### src/rtl/sprite_draw_scheduler_pkg.sv
// rtl/sprite_draw_scheduler_pkg.sv - shared state encodings and width helper
package sprite_draw_scheduler_pkg;

  // Scheduler FSM states, 3-bit encoding
  typedef enum logic [2:0] {
    IDLE  = 3'd0,
    SCAN  = 3'd1,
    LOAD  = 3'd2,
    START = 3'd3,
    WAIT  = 3'd4,
    FIN   = 3'd5
  } state_t;

  // Ceiling log2, used for index and timer widths
  function automatic int clog2(input int value);
    int result;
    result = 0;
    for (int v = value - 1; v > 0; v = v >> 1) begin
      result++;
    end
    return result;
  endfunction

endpackage

### src/rtl/sprite_draw_scheduler_prio_enc_low.sv
// rtl/sprite_draw_scheduler_prio_enc_low.sv - lowest-set-bit priority encoder
module prio_enc_low
  import sprite_draw_scheduler_pkg::*;
#(
  parameter int N  = 4,
  parameter int IW = clog2(N)
) (
  input  logic [N-1:0]  iReq,
  output logic [IW-1:0] oIdx,
  output logic          oValid
);

  // Scan from the top down so the lowest set bit is the last one written
  always_comb begin
    oIdx   = '0;
    oValid = 1'b0;
    for (int i = N - 1; i >= 0; i--) begin
      if (iReq[i]) begin
        oIdx   = IW'(i);
        oValid = 1'b1;
      end
    end
  end

endmodule

### src/rtl/sprite_draw_scheduler.sv
// rtl/sprite_draw_scheduler.sv - per-frame sharing of one sprite painter among N_SPR requesters
module sprite_draw_scheduler
  import sprite_draw_scheduler_pkg::*;
#(
  parameter int N_SPR   = 4,
  parameter int XW      = 10,
  parameter int YW      = 10,
  parameter int TIMEOUT = 4096
) (
  input  logic                      iClk,
  input  logic                      iReset,
  input  logic                      iFrameStart,
  input  logic [N_SPR-1:0]          iReq,
  input  logic [N_SPR*XW-1:0]       iPosX,
  input  logic [N_SPR*YW-1:0]       iPosY,
  input  logic                      iPainterDone,
  input  logic                      iClearFlags,
  output logic                      oPainterStart,
  output logic                      oPainterAbort,
  output logic [XW-1:0]             oPosX,
  output logic [YW-1:0]             oPosY,
  output logic [N_SPR-1:0]          oGrant,
  output logic [clog2(N_SPR)-1:0]   oSel,
  output logic                      oBusy,
  output logic                      oFrameDone,
  output logic                      oOverrun,
  output logic                      oTimeout
);

  localparam int SW = clog2(N_SPR);
  localparam int TW = clog2(TIMEOUT);
  localparam logic [TW-1:0] TIMER_LAST = TW'(TIMEOUT - 1);

  state_t           state;
  state_t           nextState;
  logic [N_SPR-1:0] pending;
  logic [TW-1:0]    timer;
  logic [SW-1:0]    encIdx;
  logic             encValid;
  logic             timerExpired;
  logic             spriteFinished;

  prio_enc_low #(.N(N_SPR), .IW(SW)) uPrioEnc (
    .iReq   (pending),
    .oIdx   (encIdx),
    .oValid (encValid)
  );

  // Watchdog fires on the last allowed WAIT cycle; a done in that same cycle wins
  assign timerExpired   = (state == WAIT) && (timer == TIMER_LAST) && !iPainterDone;
  assign spriteFinished = (state == WAIT) && (iPainterDone || (timer == TIMER_LAST));

  assign oPainterStart = (state == START);
  assign oPainterAbort = timerExpired;
  assign oFrameDone    = (state == FIN);
  assign oBusy         = (state != IDLE);

  // State register
  always_ff @(posedge iClk) begin
    if (iReset) state <= IDLE;
    else        state <= nextState;
  end

  // Next-state decode
  always_comb begin
    nextState = state;
    case (state)
      IDLE:    if (iFrameStart) nextState = SCAN;
      SCAN:    nextState = encValid ? LOAD : FIN;
      LOAD:    nextState = START;
      START:   nextState = WAIT;
      WAIT:    if (spriteFinished) nextState = SCAN;
      FIN:     nextState = IDLE;
      default: nextState = IDLE;
    endcase
  end

  // Pending snapshot, selection, coordinate/grant registers and watchdog timer
  always_ff @(posedge iClk) begin
    if (iReset) begin
      pending <= '0;
      timer   <= '0;
      oSel    <= '0;
      oPosX   <= '0;
      oPosY   <= '0;
      oGrant  <= '0;
    end else begin
      case (state)
        IDLE:  if (iFrameStart) pending <= iReq;
        SCAN:  if (encValid) oSel <= encIdx;
        LOAD: begin
          oPosX  <= iPosX[int'(oSel)*XW +: XW];
          oPosY  <= iPosY[int'(oSel)*YW +: YW];
          oGrant <= N_SPR'(1) << oSel;
        end
        START: timer <= '0;
        WAIT: begin
          if (spriteFinished) pending[oSel] <= 1'b0;
          else                timer <= timer + 1'b1;
        end
        FIN:   oGrant <= '0;
        default: ;
      endcase
    end
  end

  // Sticky status flags; a same-cycle set beats the clear
  always_ff @(posedge iClk) begin
    if (iReset) begin
      oOverrun <= 1'b0;
      oTimeout <= 1'b0;
    end else begin
      if (iFrameStart && (state != IDLE)) oOverrun <= 1'b1;
      else if (iClearFlags)               oOverrun <= 1'b0;
      if (timerExpired)                   oTimeout <= 1'b1;
      else if (iClearFlags)               oTimeout <= 1'b0;
    end
  end

endmodule

### config.mk
export PLATFORM = sky130hd
export DESIGN_NAME = sprite_draw_scheduler
export DESIGN_NICKNAME = d
export VERILOG_FILES = /design/src/rtl/sprite_draw_scheduler_pkg.sv /design/src/rtl/sprite_draw_scheduler_prio_enc_low.sv /design/src/rtl/sprite_draw_scheduler.sv
export SDC_FILE = /design/constraint.sdc
export NUM_CORES = 1
export LEC_CHECK = 0
export ABC_CLOCK_PERIOD_IN_PS = 1670
export BUFFER_PORTS_ARGS = -buffer_cell sky130_fd_sc_hd__buf_4
export CAP_MARGIN = 20
export CORE_MARGIN = 3
export CORE_UTILIZATION = 42
export CTS_BUF_LIST = sky130_fd_sc_hd__clkbuf_16
export DETAILED_ROUTE_END_ITERATION = 7
export PLACE_DENSITY_LB_ADDON = 0.2
export SLEW_MARGIN = 20
export SYNTH_ARGS = -nofsm -noshare
export SYNTH_HDL_FRONTEND = slang
export SYNTH_SLANG_ARGS = --single-unit
### constraint.sdc
create_clock -name iClk -period 1.67 [get_ports iClk]
set_input_delay 0.0835 -clock iClk [delete_from_list [all_inputs] [get_ports iClk]]
set_output_delay 0.0835 -clock iClk [all_outputs]
set_load 0.05 [all_outputs]
Word-level counts from Yosys, hierarchy flattened. Cells that the tools add are included.

Register bits after elaboration: 47. Input bits: 89. Output and inout bits: 32. Logic and storage cells: 68.

Add/subtract/negate cells: 1. Multipliers: 1. Order comparisons: 2. Equal/unequal tests: 9. Shift operators: 3. Mux-type cells: 23. Bitwise logic cells: 2. Reduce and logical (&&, ||, !) cells: 18.

Operators by type and width (count): 40-bit by 32-bit indexed part select with 10-bit output (1); 40-bit by 7-bit indexed part select with 10-bit output (1); 12-bit one-hot mux with 2 select lines (1); 4-bit one-hot mux with 2 select lines (2); 3-bit one-hot mux with 5 select lines (1); 12-bit by 1-bit adder with 12-bit output (second input constant) (1); 12-bit == test (second input constant) (1); 12-bit two-way mux (1); 2-bit nonzero test (5); 3-bit two-way mux (3); 1-bit two-way mux (8); 2-bit two-way mux (4); 4-bit two-way mux (2); 3-bit by 2-bit == test with 1-bit output (second input constant) (2); 3-bit == test (second input constant) (2); 2-bit inequality test (second input constant) (3); 2-bit AND reduction (3); 1-bit logical AND (5); 2-bit by 3-bit multiplier with 5-bit output (second input constant) (1); 4-bit bitwise AND (1); 4-bit NOT (1); 1-bit by 2-bit << shifter with 4-bit output (first input constant) (1); 3-bit by 1-bit == test with 1-bit output (second input constant) (1); 3-bit zero test (1); 7 further kinds (7).

Logic depth before layout (Yosys ltp). Gate-level depths: netlist of the first run.

Depth after elaboration: 8. Mapped depth: 7. Depth with buffers taken out: 6.

By module. From an unflattened synthesis of the first run, not the netlist that was laid out.

Cells, all modules: 289. Area total of the unflattened synthesis: 2572.5 um^2.

Modules (own cells, without submodules): sprite_draw_scheduler (times used 1, cells each 282, area each 2537.4 um^2, sequential area each 940.9 um^2); prio_enc_low (times used 1, cells each 7, area each 35.0 um^2, sequential area each 0.0 um^2).

Worst setup path after synthesis of the first run. OpenSTA, ideal clock, no wires.

Path type: reg2reg. Start point: register oSel[0]. End point: register oPosY[5]. Arrival time: 1891 ps. Required time: 1538 ps. Path slack: -353 ps. Stages on the path, launching flop included: 6. Path buffers: 2. Clock period less this slack: 2023 ps. Cell sequence: dfxtp_1 > buf_2 > buf_2 > mux4_2 > nand2_1 > a21oi_1.

Cells in the longest elaborated chain, start to end: 2.

RTL lines: start: declaration (line sprite_draw_scheduler.sv:23) `output logic [clog2(N_SPR)-1:0] oSel,`; start signal: assignment (line sprite_draw_scheduler.sv:90) `SCAN: if (encValid) oSel <= encIdx;`; 2-bit by 3-bit multiplier with 5-bit output (line sprite_draw_scheduler.sv:93) `oPosY <= iPosY[int'(oSel)*YW +: YW];`; 40-bit by 7-bit indexed part select with 10-bit output (line sprite_draw_scheduler.sv:93); end signal: assignment (line sprite_draw_scheduler.sv:93); end: declaration (line sprite_draw_scheduler.sv:21) `output logic [YW-1:0] oPosY,`.

Every way passes these cells. A chain may end at the register's enable or synchronous reset.

Worst setup path in the final report of the first run.
Start point: register state[1]. End point: register timer[5].

Cells in the longest elaborated chain, start to end: 4. Elaborated cells between the ends (all ways): 7. Classes of those cells: 3 x eq/ne; 1 x mux; 3 x reduce/logical.

RTL lines: start: declaration (line sprite_draw_scheduler.sv:34) `state_t state;`; start signal: assignment (line sprite_draw_scheduler.sv:61) `else state <= nextState;`; 3-bit == test (line sprite_draw_scheduler.sv:51, sprite_draw_scheduler.sv:88); 1-bit logical AND (line sprite_draw_scheduler.sv:51) `assign spriteFinished = (state == WAIT) && (iPainterDone || (timer == TIMER_LAST));`; 2-bit inequality test (no source line); 2-bit AND reduction (no source line); end signal: assignment (line sprite_draw_scheduler.sv:99) `else timer <= timer + 1'b1;`; end: declaration (line sprite_draw_scheduler.sv:37) `logic [TW-1:0] timer;`.

Parallel ways exist; a longest one is shown, timed or not.

==> parameters.txt, run 1 <==
Parameter                              Value

Finish
  Layout overhead on the synthesized area ... 56.27%
  Diode count ... 0
  Post-layout utilization of the core ... 70.17%
  Post-layout net count ... 519
  Number of inserted filler cells in the final layout ... 452
  Share of layout cells above drive strength 1 ... 48.37%

GRT
  Final global-route overflow total ... 0
  Antenna violations before repair ... 0
  GRT Resource Usage Total ... 21.83%
  First-pass GRT wire length ... 12810 µm
  Pin count of the biggest net entering global routing ... 32
  Number of global-route vias before repair ... 2738

Floorplanning
  Horiz. Die Dim ... 84.13 µm
  Die Outline Area ... 7078 µm²
  Number of top-level pins ... 121
  Core footprint ... 5709 µm²
  Vertical extent of the die ... 84.13 µm
  Count of standard-cell rows ... 27
  Starting Density ... 44.90%

Yosys
  Post-synthesis net count ... 379
  Count of unique library cells instantiated by Yosys ... 42
  Synth warnings ... 0
  Mean post-synth cell area ... 8.871 µm²
  Most frequent cell after synthesis ... sky130_fd_sc_hd__nand2_1
  Commonest register cell after synthesis ... sky130_fd_sc_hd__dfxtp_1
  Yosys top cell area share ... 36.70%
  Yosys reg bits ... 47
  Count of flip-flops with a built-in enable after synthesis ... 0
  Synthesized netlist cell count ... 289
  Post-synth ARST share ... 0%
  Library cell occupying the most area in the post-synthesis netlist ... sky130_fd_sc_hd__dfxtp_1
  Post-synthesis sequential area ratio ... 36.70%
  Leading cell types by count after synthesis ... sky130_fd_sc_hd__nand2_1, sky130_fd_sc_hd__dfxtp_1, sky130_fd_sc_hd__a21oi_1
  Top area cells in the synthesized netlist ... sky130_fd_sc_hd__dfxtp_1, sky130_fd_sc_hd__mux4_2, sky130_fd_sc_hd__nand2_1, sky130_fd_sc_hd__a21oi_1, sky130_fd_sc_hd__nor2_1
  Netlist area before placement ... 2564 µm²

Timing
  Tightest slew margin relative to the limit ... 53.25%
  Final Skew ... 0.003360 ns
  RSZ-0062 raised after global routing ... yes
  Tightest hold margin ... 0.05182 ns
  Transition at the pin with the smallest max-transition slack ... 0.6939 ns
  Maximum achievable frequency ... 603.8 MHz
  Number of hold violations in the final report ... 0
  Max Slew Vio Count ... 0
  Number of setup violations in the final report ... 0
  Worst setup margin ... 0.01369 ns
  Final worst path period need ... 1.656 ns
  Share of the clock period used by the worst path ... 99.18%

Setup path
  Largest delay contributor family on the critical path ... simple AND/OR/NAND/NOR gates
  FF-to-FF Start ... state[1]
  Crit. End Element ... flip-flop
  CP bufs+invs ... 1
  Type of the setup path with the least slack ... flip-flop to flip-flop
  Critical register-to-register path endpoint ... timer[5]
  Data required time of the critical path ... 1.89 ns
  Delay of the slowest cell on the worst path ... 0.47 ns
  Register-to-Register Path Depth ... 5
  Worst reg-to-reg setup slack ... 0.01 ns
  Cell at the slowest stage of the critical path ... sky130_fd_sc_hd__or4_4
  Worst-path fanout max ... 3
  Category of the worst setup path launch point ... flip-flop
  Crit path arrival time ... 1.87 ns
  Ordered list of cells on the worst path ... nor4b_4 > o31ai_4 > buf_4 > or4_4 > a21oi_2

Min path
  Worst Hold Path Cells ... 3
  Worst Min Path Start ... iFrameStart
  Hold Crit Endpoint ... oOverrun
  Type of the worst min-delay path ... input pin to flip-flop

Placement
  Gp weighted congestion ... 0.8446
  Port bufs ... 120
  DP HPWL ... 5821 µm
  Worst setup timing slack at the placement stage ... -0.1238 ns

Outcome
  Run status ... finished clean

Drt
  Number of detailed-route iterations in the first pass ... 4
  Number of vias after detailed routing ... 2742
  Residual antenna-violating net count after detailed routing ... 0
  Via density per instance ... 5.462
  Wire length after detailed routing ... 7862 µm
  DRC Markers ... 0
  DRC violation total after the first TritonRoute iteration ... 135
  Average wire per cell in the routed design ... 15.66 µm

Clock tree
  Clock tree from TritonCTS ... yes
  TritonCTS Buffers ... 5
  Clock latency on the worst-skew pair ... 0.28 ns
  Worst-path clk slew ... 0.06 ns
  Library cell used as clock root buffer ... sky130_fd_sc_hd__clkbuf_16
  Sinks on the clock net ... 47
  Maximum level of the CTS H-tree ... 2
  Clock buffer depth ... 2

Power and ir drop
  Leak Pwr ... 1.604 nW
  Power per standard cell area ... 905.2 nW/µm²
  Peak VDD IR ... 0.0005277 V

Run
  # Max-Cap Violations ... 0
-- layout by cell type (no fill, tap or decap), types with 4 or more instances in the layout --
cell type and n:
sky130_fd_sc_hd__a21oi_1 32, sky130_fd_sc_hd__a311oi_1 5, sky130_fd_sc_hd__buf_4 147, sky130_fd_sc_hd__clkbuf_16 5, sky130_fd_sc_hd__dfxtp_1 40, sky130_fd_sc_hd__dfxtp_2 4, sky130_fd_sc_hd__dlygate4sd3_1 4, sky130_fd_sc_hd__inv_1 4
sky130_fd_sc_hd__mux4_2 20, sky130_fd_sc_hd__nand2_1 60, sky130_fd_sc_hd__nand2b_1 11, sky130_fd_sc_hd__nand3_1 6, sky130_fd_sc_hd__nor2_1 18, sky130_fd_sc_hd__nor3_1 5, sky130_fd_sc_hd__o21ai_0 9
-- cells by family after synthesis --
kind of cell | share of synthesized area (%)
flops | 36.70
compound gates | 15.57
buf+inv | 4.197
simple gates | 25.09
fa+ha+maj | 0.4880
mux | 17.96
-- repair_timing --
item,4_1_cts,5_1_grt
resized for setup,13,17
endpoints found under the hold margin,4,0
setup buffers,0,5
hold buffers,4,0
endpoints found under the setup margin,12,19
pin swaps,0,11
-- worst register-to-register path, delay by kind of cell, from the launching register on --
kind / cells / cell delay, ns
and+or+nand+nor: 2 / 0.82
DFF: 1 / 0.34
AOI/OAI and AO/OA: 2 / 0.27
buffers and inverters: 1 / 0.16
-- cell type report --
| class | instances | area (µm²) | area share (%) |
|---|---|---|---|
| inverter | 4 | 15.01 | 0.3748 |
| multi-input combinational | 217 | 1622 | 40.47 |
| tap | 72 | 90.09 | 2.249 |
| sequential | 47 | 957.2 | 23.89 |
| timing repair buffer | 154 | 1181 | 29.48 |
| clock buffer | 5 | 125.1 | 3.123 |
| clock inverter | 3 | 16.27 | 0.4060 |
-- sequential cells by signal, summed over array words and instances, names as in the netlist --
register and cells:
timer 12, oOverrun 1, oGrant 4, state 3, pending 4, oTimeout 1
oPosX 10, oPosY 10, oSel 2
-- routing by layer --
| metal | global-route usage, % | wire length [µm] | vias to the layer above |
|---|---|---|---|
| met5 | 0 | 0 | - |
| li1 | - | - | 1327 |
| met3 | 5.103 | 438 | 11 |
| met1 | 26.46 | 3129 | 1323 |
| met2 | 39.17 | 4200 | 81 |
| met4 | 4.971 | 94 | 0 |
-- where the power goes --
group | total, W | internal (W) | leakage, nW | switching [W]
clock network | 0.000966 | 0.000547 | 0.0710 | 0.000419
logic | 0.00135 | 0.000621 | 1.15 | 0.000727
registers | 0.00131 | 0.00122 | 0.385 | 0.0000963
total | 0.00363 | 0.00238 | 1.60 | 0.00124
-- worst max-delay path by stage --
stage / from / endpoint / slack (ns) / cells after the start
final: state[1] / timer[5] / 0.01 / 5
after global routing: state[1] / timer[11] / -0.04 / 5
after CTS: state[0] / timer[11] / 0.005 / 5
after detailed placement: timer[1] / pending[3] / -0.12 / 6
after global placement: timer[1] / pending[3] / -0.02 / 6
after floorplan: state[0] / timer[9] / 0.007 / 6
-- metrics by stage --
stage / instances / total power, W / area, µm² / TNS (ns)
2_1_floorplan: 289 / 0.002157 / 2590 / 0
5_1_grt: 502 / 0.003802 / 4006 / -0.2194
6_report: 502 / 0.003626 / 4006 / 0
3_3_place_gp: 485 / 0.002592 / 3676 / -0.03728
3_5_place_dp: 485 / 0.002615 / 3676 / -0.5086
4_1_cts: 497 / 0.003612 / 3916 / 0
(Power assumes the default switching activity.)
==> run 2, diff against run 1 <==
Settings changed: ABC_AREA set to 1.
==> run 2 against run 1 <==
Against the previous run: clock skew is 0.0026 ns higher; fmax increased by 2.0%; critical path depth unchanged; final cell count up 22%; critical path type unchanged; critical endpoint is now oPosX[5]; largest cell class unchanged; highest routed layer unchanged.
==> parameters.txt, run 2 <==
Parameter                              Value

Timing
  Share of the clock period used by the worst path ... 97.25% (was 99.18%)
  Max Slew Vio Count ... 0 (unchanged)
  Tightest hold margin ... 0.06726 ns (was 0.05182 ns)
  Maximum achievable frequency ... 615.7 MHz (was 603.8 MHz)
  Transition at the pin with the smallest max-transition slack ... 0.6738 ns (was 0.6939 ns)
  Tightest slew margin relative to the limit ... 55.03% (was 53.25%)
  Number of hold violations in the final report ... 0 (unchanged)
  Number of setup violations in the final report ... 0 (unchanged)
  Final worst path period need ... 1.624 ns (was 1.656 ns)
  Final Skew ... 0.006006 ns (was 0.003360 ns)
  RSZ-0062 raised after global routing ... yes (unchanged)

Setup path
  Critical register-to-register path endpoint ... oPosX[5] (was timer[5])
  Largest delay contributor family on the critical path ... buffers and inverters (was simple AND/OR/NAND/NOR gates)
  Register-to-Register Path Depth ... 5 (unchanged)
  Data required time of the critical path ... 1.87 ns (was 1.89 ns)
  Cell at the slowest stage of the critical path ... sky130_fd_sc_hd__inv_1 (was sky130_fd_sc_hd__or4_4)
  Worst reg-to-reg setup slack ... 0.05 ns (was 0.01 ns)
  Ordered list of cells on the worst path ... inv_1 > nand3_1 > inv_1 > o21ai_0 > a41oi_1 (was nor4b_4 > o31ai_4 > buf_4 > or4_4 > a21oi_2)
  CP bufs+invs ... 2 (was 1)
  Crit. End Element ... flip-flop (unchanged)
  Most used cell along the critical path ... sky130_fd_sc_hd__inv_1
  Crit path arrival time ... 1.83 ns (was 1.87 ns)
  Category of the worst setup path launch point ... flip-flop (unchanged)
  Worst-path fanout max ... 25 (was 3)
  FF-to-FF Start ... state[2] (was state[1])
  Delay of the slowest cell on the worst path ... 0.52 ns (was 0.47 ns)
  Type of the setup path with the least slack ... flip-flop to flip-flop (unchanged)

Yosys
  Leading cell types by count after synthesis ... sky130_fd_sc_hd__nand2_1, sky130_fd_sc_hd__dfxtp_1, sky130_fd_sc_hd__inv_1 (was sky130_fd_sc_hd__nand2_1, sky130_fd_sc_hd__dfxtp_1, sky130_fd_sc_hd__a21oi_1)
  Count of unique library cells instantiated by Yosys ... 24 (was 42)
  Netlist area before placement ... 2611 µm² (was 2564 µm²)
  Post-synthesis sequential area ratio ... 36.03% (was 36.70%)
  Yosys reg bits ... 47 (unchanged)
  Count of flip-flops with a built-in enable after synthesis ... 0 (unchanged)
  Top area cells in the synthesized netlist ... sky130_fd_sc_hd__dfxtp_1, sky130_fd_sc_hd__nand2_1, sky130_fd_sc_hd__a21oi_1, sky130_fd_sc_hd__a41oi_1, sky130_fd_sc_hd__inv_1 (was sky130_fd_sc_hd__dfxtp_1, sky130_fd_sc_hd__mux4_2, sky130_fd_sc_hd__nand2_1, sky130_fd_sc_hd__a21oi_1, sky130_fd_sc_hd__nor2_1)
  Post-synth ARST share ... 0% (unchanged)
  Commonest register cell after synthesis ... sky130_fd_sc_hd__dfxtp_1 (unchanged)
  Mean post-synth cell area ... 6.338 µm² (was 8.871 µm²)
  Yosys top cell area share ... 36.03% (was 36.70%)
  Synth warnings ... 0 (unchanged)
  Post-synthesis net count ... 502 (was 379)
  Synthesized netlist cell count ... 412 (was 289)
  Library cell occupying the most area in the post-synthesis netlist ... sky130_fd_sc_hd__dfxtp_1 (unchanged)
  Most frequent cell after synthesis ... sky130_fd_sc_hd__nand2_1 (unchanged)

Floorplanning
  Starting Density ... 43.84% (was 44.90%)
  Vertical extent of the die ... 84.85 µm (was 84.13 µm)
  Number of top-level pins ... 121 (unchanged)
  Die Outline Area ... 7200 µm² (was 7078 µm²)
  Horiz. Die Dim ... 84.85 µm (was 84.13 µm)
  Count of standard-cell rows ... 28 (was 27)
  Core footprint ... 5956 µm² (was 5709 µm²)

Finish
  Most common library cell in the layout ignoring fill and taps ... sky130_fd_sc_hd__nand2_1 (was sky130_fd_sc_hd__buf_4)
  Number of flip-flops under the largest register name ... 12 (unchanged)
  Register bank with the most flops ... timer (unchanged)
  Post-layout net count ... 626 (was 519)
  Diode count ... 0 (unchanged)
  Leading cell types in the layout, fill and taps excluded ... sky130_fd_sc_hd__nand2_1, sky130_fd_sc_hd__buf_4, sky130_fd_sc_hd__inv_1, sky130_fd_sc_hd__dfxtp_1, sky130_fd_sc_hd__a21oi_1 (was sky130_fd_sc_hd__buf_4, sky130_fd_sc_hd__nand2_1, sky130_fd_sc_hd__dfxtp_1)
  Post-route cell area ... 3856 µm² (was 4006 µm²)
  Post-layout utilization of the core ... 64.75% (was 70.17%)
  Layout overhead on the synthesized area ... 47.68% (was 56.27%)
  Non-filler instance count after layout ... 612 (was 502)
  Regs by FF count ... timer x12, oPosX x10, oPosY x10 (unchanged)
  Number of inserted filler cells in the final layout ... 559 (was 452)
  Share of layout cells above drive strength 1 ... 30.54% (was 48.37%)

Drt
  Via density per instance ... 5.234 (was 5.462)
  DRC Markers ... 0 (unchanged)
  DRC violation total after the first TritonRoute iteration ... 170 (was 135)
  Residual antenna-violating net count after detailed routing ... 0 (unchanged)
  Number of detailed-route iterations in the first pass ... 4 (unchanged)
  Average wire per cell in the routed design ... 14.19 µm (was 15.66 µm)
  Wire length after detailed routing ... 8684 µm (was 7862 µm)
  Number of vias after detailed routing ... 3203 (was 2742)

Clock tree
  Clock tree from TritonCTS ... yes (unchanged)
  Library cell used as clock root buffer ... sky130_fd_sc_hd__clkbuf_16 (unchanged)
  TritonCTS Buffers ... 5 (unchanged)
  Sinks on the clock net ... 47 (unchanged)
  Maximum level of the CTS H-tree ... 2 (unchanged)
  Clock buffer depth ... 2 (unchanged)
  Worst-path clk slew ... 0.07 ns (was 0.06 ns)
  Clock latency on the worst-skew pair ... 0.29 ns (was 0.28 ns)

Placement
  Gp weighted congestion ... 0.8595 (was 0.8446)
  Placed cell area ... 3621 µm² (was 3676 µm²)
  Cell Count Post-Placement ... 599 (was 485)
  DP HPWL ... 6409 µm (was 5821 µm)
  Port bufs ... 120 (unchanged)

GRT
  First-pass GRT wire length ... 14060 µm (was 12810 µm)
  Number of global-route vias before repair ... 3080 (was 2738)
  Final global-route overflow total ... 0 (unchanged)
  Pin count of the biggest net entering global routing ... 26 (was 32)
  GRT Resource Usage Total ... 23.82% (was 21.83%)
  Antenna violations before repair ... 0 (unchanged)

Power and ir drop
  Power per standard cell area ... 1449 nW/µm² (was 905.2 nW/µm²)
  Power Total ... 0.005586 W (was 0.003626 W)
  Peak VDD IR ... 0.0008335 V (was 0.0005277 V)
  Leak Pwr ... 1.857 nW (was 1.604 nW)

Min path
  Type of the worst min-delay path ... input pin to flip-flop (unchanged)
  Hold Crit Endpoint ... oOverrun (unchanged)
  Worst Min Path Start ... iClearFlags (was iFrameStart)
  Worst Hold Path Cells ... 4 (was 3)

Run
  # Max-Cap Violations ... 0 (unchanged)

Outcome
  Run status ... finished clean (unchanged)
## run 2: tightest hold or removal path: cells and delay by family
family | cells | cell delay [ns]
buffers and inverters | 2 | 0.12
AO/OA/AOI/OAI | 1 | 0.06
AND/OR/NAND/NOR | 1 | 0.05
## run 2: power by group
group | internal (W) | total (W) | switching [W]
registers | 0.00140 | 0.00161 | 0.000209
logic | 0.000961 | 0.00302 | 0.00206
clock network | 0.000547 | 0.000963 | 0.000416
total | 0.00290 | 0.00559 | 0.00268
## run 2: per-layer routing
layer	GRT usage, %	share of wire, %
met1	29.91	43
met2	40.36	47
met3	5.922	8.4
met4	7.194	2.2
met5	0	0
## run 2: through the flow
step | setup WS (ns) | setup TNS, ns
6_report | 0.04595 | 0
2_1_floorplan | 0.1510 | 0
4_1_cts | 0.01790 | 0
3_3_place_gp | 0.09561 | 0
3_5_place_dp | 0.07850 | 0
5_1_grt | -0.09794 | -0.8828
## run 2: worst max path at each step
stage                     startpoint       endpoint  slack (ns)  cells after the start
after floorplan             state[0]     pending[0]        0.15                      8
after CTS                   timer[0]  oPainterAbort        0.02                      6
after global routing        state[2]       oPosX[4]        -0.1                      5
after global placement      timer[0]  oPainterAbort         0.1                      6
final                       state[2]       oPosX[5]        0.05                      5
after detailed placement    timer[0]       timer[8]        0.08                     10
## run 2: what timing repair did
action,4_1_cts,5_1_grt
buffers inserted,3,2
resized for setup,6,8
pin swaps,1,2
endpoints found under the setup margin,1,33
hold buffers,0,0
## run 2: final cells by class
class | instances | area [µm²] | share of cell area [%]
Sequential cell | 47 | 943.4 | 24.46
Clock buffer | 5 | 125.1 | 3.245
Inverter | 45 | 168.9 | 4.380
Tap cell | 75 | 93.84 | 2.433
Timing Repair Buffer | 138 | 1052 | 27.29
Clock inverter | 3 | 15.01 | 0.3894
Multi-Input combinational cell | 299 | 1458 | 37.80
## run 2: kinds of logic after synthesis
| family | share of synthesized area [%] |
|---|---|
| simple gates | 33.88 |
| compound gates | 19.17 |
| buf+inv | 10.11 |
| flops | 36.03 |
| xor+xnor | 0.3355 |
| fa+ha+maj | 0.4791 |
